$ cat config.mk
export PLATFORM = sky130hd
export DESIGN_NAME = wide_add_sequencer
export DESIGN_NICKNAME = d
export VERILOG_FILES = /design/src/rtl/wide_add_sequencer.sv
export SDC_FILE = /design/constraint.sdc
export NUM_CORES = 2
export LEC_CHECK = 0
export BUFFER_PORTS_ARGS = -buffer_cell sky130_fd_sc_hd__buf_2
export CAP_MARGIN = 20
export CORE_AREA = 2 2 304 306
export CTS_CLUSTER_DIAMETER = 80
export DETAILED_ROUTE_END_ITERATION = 10
export DIE_AREA = 0 0 306 308
export GPL_TIMING_DRIVEN = 0
export PLACE_DENSITY = 0.62
export SKIP_LAST_GASP = 1
export SLEW_MARGIN = 25
export SYNTH_ARGS = -nofsm -noshare
export SYNTH_HDL_FRONTEND = slang
export SYNTH_SLANG_ARGS = --single-unit
export TNS_END_PERCENT = 30
$ cat constraint.sdc
create_clock -name clk -period 13.2 [get_ports clk]
set_input_delay 0.66 -clock clk [delete_from_list [all_inputs] [get_ports clk]]
set_output_delay 0.66 -clock clk [all_outputs]
set_load 0.02 [all_outputs]
$ cat src/rtl/wide_add_sequencer.sv
// Wide-operand adder: one 64-bit adder swept limb by limb, LSB first.
// Carry is registered between limbs; valid/ready on both sides.
module adder_64 (
  input  logic [63:0] a,
  input  logic [63:0] b,
  input  logic        cin,
  output logic [63:0] s,
  output logic        cout
);
  assign {cout, s} = {1'b0, a} + {1'b0, b} + {64'b0, cin};
endmodule

module wide_add_sequencer #(
  parameter int WORDS = 4
) (
  input  logic                clk,
  input  logic                rst,
  input  logic                in_valid,
  output logic                in_ready,
  input  logic [64*WORDS-1:0] a,
  input  logic [64*WORDS-1:0] b,
  input  logic                cin,
  output logic                out_valid,
  input  logic                out_ready,
  output logic [64*WORDS-1:0] sum,
  output logic                cout,
  output logic                busy
);
  localparam int W  = 64 * WORDS;
  localparam int IW = $clog2(WORDS < 2 ? 2 : WORDS);
  localparam logic [IW-1:0] LAST = IW'(WORDS - 1);

  localparam logic [1:0] S_IDLE = 2'd0;
  localparam logic [1:0] S_RUN  = 2'd1;
  localparam logic [1:0] S_DONE = 2'd2;

  logic [1:0]    state_q, state_d;
  logic [W-1:0]  a_q, a_d;
  logic [W-1:0]  b_q, b_d;
  logic [W-1:0]  sum_q, sum_d;
  logic          carry_q, carry_d;
  logic          cout_q, cout_d;
  logic [IW-1:0] idx_q, idx_d;

  logic [IW+5:0] lo;
  logic [63:0]   add_a, add_b, add_s;
  logic          add_co;

  assign lo    = {idx_q, 6'b0};
  assign add_a = a_q[lo +: 64];
  assign add_b = b_q[lo +: 64];

  adder_64 u_add (
    .a    (add_a),
    .b    (add_b),
    .cin  (carry_q),
    .s    (add_s),
    .cout (add_co)
  );

  assign in_ready  = (state_q == S_IDLE) & ~rst;
  assign out_valid = (state_q == S_DONE);
  assign busy      = (state_q != S_IDLE);
  assign sum       = sum_q;
  assign cout      = cout_q;

  // Next-state: accept in IDLE, one limb per cycle in RUN, hold in DONE.
  always_comb begin
    state_d = state_q;
    a_d     = a_q;
    b_d     = b_q;
    sum_d   = sum_q;
    carry_d = carry_q;
    cout_d  = cout_q;
    idx_d   = idx_q;
    unique case (state_q)
      S_IDLE: begin
        if (in_valid) begin
          a_d     = a;
          b_d     = b;
          carry_d = cin;
          idx_d   = '0;
          sum_d   = '0;
          state_d = S_RUN;
        end
      end
      S_RUN: begin
        sum_d[lo +: 64] = add_s;
        carry_d = add_co;
        if (idx_q == LAST) begin
          cout_d  = add_co;
          state_d = S_DONE;
        end else begin
          idx_d = idx_q + IW'(1);
        end
      end
      S_DONE: begin
        if (out_ready) state_d = S_IDLE;
      end
      default: state_d = S_IDLE;
    endcase
  end

  // State registers; reset aborts any transaction in flight.
  always_ff @(posedge clk) begin
    if (rst) begin
      state_q <= S_IDLE;
      a_q     <= '0;
      b_q     <= '0;
      sum_q   <= '0;
      carry_q <= 1'b0;
      cout_q  <= 1'b0;
      idx_q   <= '0;
    end else begin
      state_q <= state_d;
      a_q     <= a_d;
      b_q     <= b_d;
      sum_q   <= sum_d;
      carry_q <= carry_d;
      cout_q  <= cout_d;
      idx_q   <= idx_d;
    end
  end
endmodule

==> impl_metrics.ini <==
[outcome]
status = complete, no violations

[place]
place_area_um2 = 38200
gp_congestion = 0.939
place_hpwl_mm = 120
dp_slack_ns = 6.60
placement.io_buffers = 776
placedCellCount = 5700

[layout]
area_delta_synth_final_pct = 26.8
fin_area_um2 = 41300
final_non_filler_cell_total = 5901
fin_nets = 5192
drive_gt1_frac = 0.238
final_util = 0.454

[floorplanning]
row_count = 111
core_area_um2 = 91000
die_width_um = 306
floorplan.initialDensity = 0.358
dieHeight_um = 308
io_pins = 777
dieArea_um2 = 94200

[power_and_ir_drop]
total_leakage_power_nw = 17.2
ir_drop_uv = 87.0
power_frac_seq = 0.423
net-switching-power_mw = 1.67
cell_internal_pwr_mw = 4.23
clock_power_share = 0.440
p_total_mw = 5.90
switching_power_share_of_the_total = 0.283
power.density_cell_area_nw_per_um2 = 143
share_comb_of_total_power = 0.138

[drt]
detailedRoute.firstPassIterationCount = 7
drc_errors = 0
antenna_violating_nets_post_route = 0
initialDrtViolationCount = 3266
vias = 32464
avgViaCountPerCell = 5.50
total_wirelength_of_the_detailed_routed_design_mm = 150
avg_wl_per_cell_um = 25.5

[global_route]
globalRouteOverflowTotal = 0
pin_count_of_the_biggest_net_entering_global_routing = 14
grt_first_pass_wirelength_mm = 210
first_global_vias = 30671
antenna_found_initial = 53
groute.usage.overall = 0.306

[setup_path]
wp_data_arrival_ns = 7.27
max_stage_delay_ns = 0.72
slowest_stage = buf_1
path_max_fanout = 10
crit_path_start_kind = flop
crit_type = flop to flop
worstPathRequired_ns = 13.79
cp-end-kind = flop
crit_chain = clkbuf_1, buf_1, mux4_2, fa_1, fa_1, a211oi_1, nor2_1, o2111ai_2, a21oi_1, a21oi_1, o21ai_1, a31oi_1, o31ai_4, xor2_1, a22o_1

[clock_tree]
cts_tree = yes
clk_root_buffer_cell = clkbuf_16
clkSlewWorstSetupHoldPaths_ns = 0.06
cts-htree-levels = 3
hold_buffers = 0
cts_made_buffers = 89
cts_setup_buffers = 0
max-clock-path-buffers = 3
insertion_delay_ns = 0.66
cts.sink_count = 774
cts_repair_resize_count = 0

[sta]
post-route-worst-setup-slack_ns = 6.52
grt_setup_unrepaired = no
finalMaxSlewViolations = 0
fin_setup_tns_ns = 0
period_needed_ns = 6.68
final.period_utilization = 0.506
max_slew.worst_pin.slew_ns = 1.07
finalSetupViolations = 0
fin_hold_ws_ns = 0.239
finalClockSkew_ns = 0.0257
maxClockFrequency_ghz = 0.150
slew-limit-headroom = 0.280
finalHoldViolations = 0

[yosys]
ys.flop_type = dfxtp_1
synthesized_netlist_cell_count = 3729
synth_edf_count = 0
mappedNetlistNets = 4315
seq_area_frac_synth = 0.475
syn_area_per_cell_um2 = 8.74
yosys_warnings = 0
asyncSetResetFlopFracSynth = 0
synth_top_area_cell = dfxtp_1
ys_ff_latch = 774
netlist_area_um2 = 32600
yosys-top-cells-area = dfxtp_1 (48%), nand2_1 (13%), a21oi_1 (9.3%)
synth_largest_type_area_fraction = 0.475
synthDistinctLibCells = 64

[min_path]
path_class_of_the_lowest_slack_min_delay_path = input pin to flop

[run]
maxCapViolations = 0
[cell type report]
| class | instances | area (um^2) |
|---|---|---|
| buffer | 283 | 1090 |
| sequential | 774 | 15500 |
| antenna | 37 | 92.6 |
| fill | 9207 | 49600 |
| clock inverter | 37 | 470 |
| multi-input combinational | 2654 | 16000 |
| clock buffer | 126 | 2600 |
| inverter | 18 | 67.6 |
| tap | 1186 | 1480 |
| timing repair buffer | 786 | 4020 |
[final timing paths]
check | from | end | slack [ns] | depth (start not counted)
setup / recovery | idx_q[0] | sum[56] | 6.52 | 15
hold / removal | b[82] | b_q[82] | 0.24 | 3
setup reg to reg | idx_q[0] | sum[56] | 6.52 | 15
hold reg to reg | b_q[196] | b_q[196] | 0.45 | 2
[cell usage after synthesis (14+ instances only)]
master	n
a22oi_1	109
clkbuf_1	254
o21bai_1	14
nand4_1	15
a21o_1	28
a22o_1	132
dfxtp_1	774
nor2b_1	18
xor2_1	27
o21ai_0	40
ha_1	67
xnor2_1	30
nor2_1	164
nand2_1	1117
nand3_1	18
inv_1	18
buf_1	26
mux4_2	128
nor3_1	23
a21oi_1	604
[sequential cells by signal (all words and copies together), names as in the netlist]
name and flops:
carry_q 1, cout 1, a_q 256, state_q 2, sum 256, b_q 256, idx_q 2
[routing by layer]
layer | track usage | routed length [um]
met5 | 0 | 176
met4 | 0.141 | 7440
met3 | 0.0623 | 12300
met2 | 0.498 | 69100
met1 | 0.391 | 61400
[logic make-up (layout without fill, tap and decap cells)]
kind of cell / Yosys count / after routing / share of synthesized area
AOI/OAI and AO/OA: 1005 / 1005 / 0.190
xor gates and xnor gates: 57 / 57 / 0.0153
adders and majority gates: 69 / 69 / 0.0269
buffers and inverters: 301 / 1250 / 0.0348
DFF: 774 / 774 / 0.475
muxes: 135 / 135 / 0.0906
other: 0 / 37 / 0
and+or+nand+nor: 1388 / 1388 / 0.167
[critical path, delay by kind of cell, from the launching register on]
kind | cells | cell delay [ns]
AOI/OAI and AO/OA | 8 | 2.84
buffers and inverters | 2 | 1.17
adders and majority gates | 2 | 0.98
muxes | 1 | 0.65
xor gates and xnor gates | 1 | 0.45
DFF | 1 | 0.36
and+or+nand+nor | 1 | 0.14
[placed cells by master, fill, tap and decap left out, types with 22 or more instances in the layout]
cell type and n:
a21o_1 28, a21oi_1 600, a22o_1 132, a22oi_1 109
buf_1 23, buf_2 779, clkbuf_1 250, clkbuf_16 90
clkbuf_2 23, dfxtp_1 774, diode_2 37, ha_1 67
mux4_2 128, nand2_1 1117, nor2_1 164, nor3_1 22
o21ai_0 40, xnor2_1 30, xor2_1 27
[power by group through the flow]
stage | Combinational [mW] | Sequential [mW] | Clock (mW)
after floorplan | 0.427 | 2.53 | 0
after global routing | 0.866 | 2.50 | 2.70
after CTS | 0.803 | 2.49 | 2.61
after global placement | 0.787 | 2.54 | 0
final | 0.812 | 2.50 | 2.59
after detailed placement | 0.799 | 2.54 | 0
No activity file was read; power rests on OpenSTA's default activity.
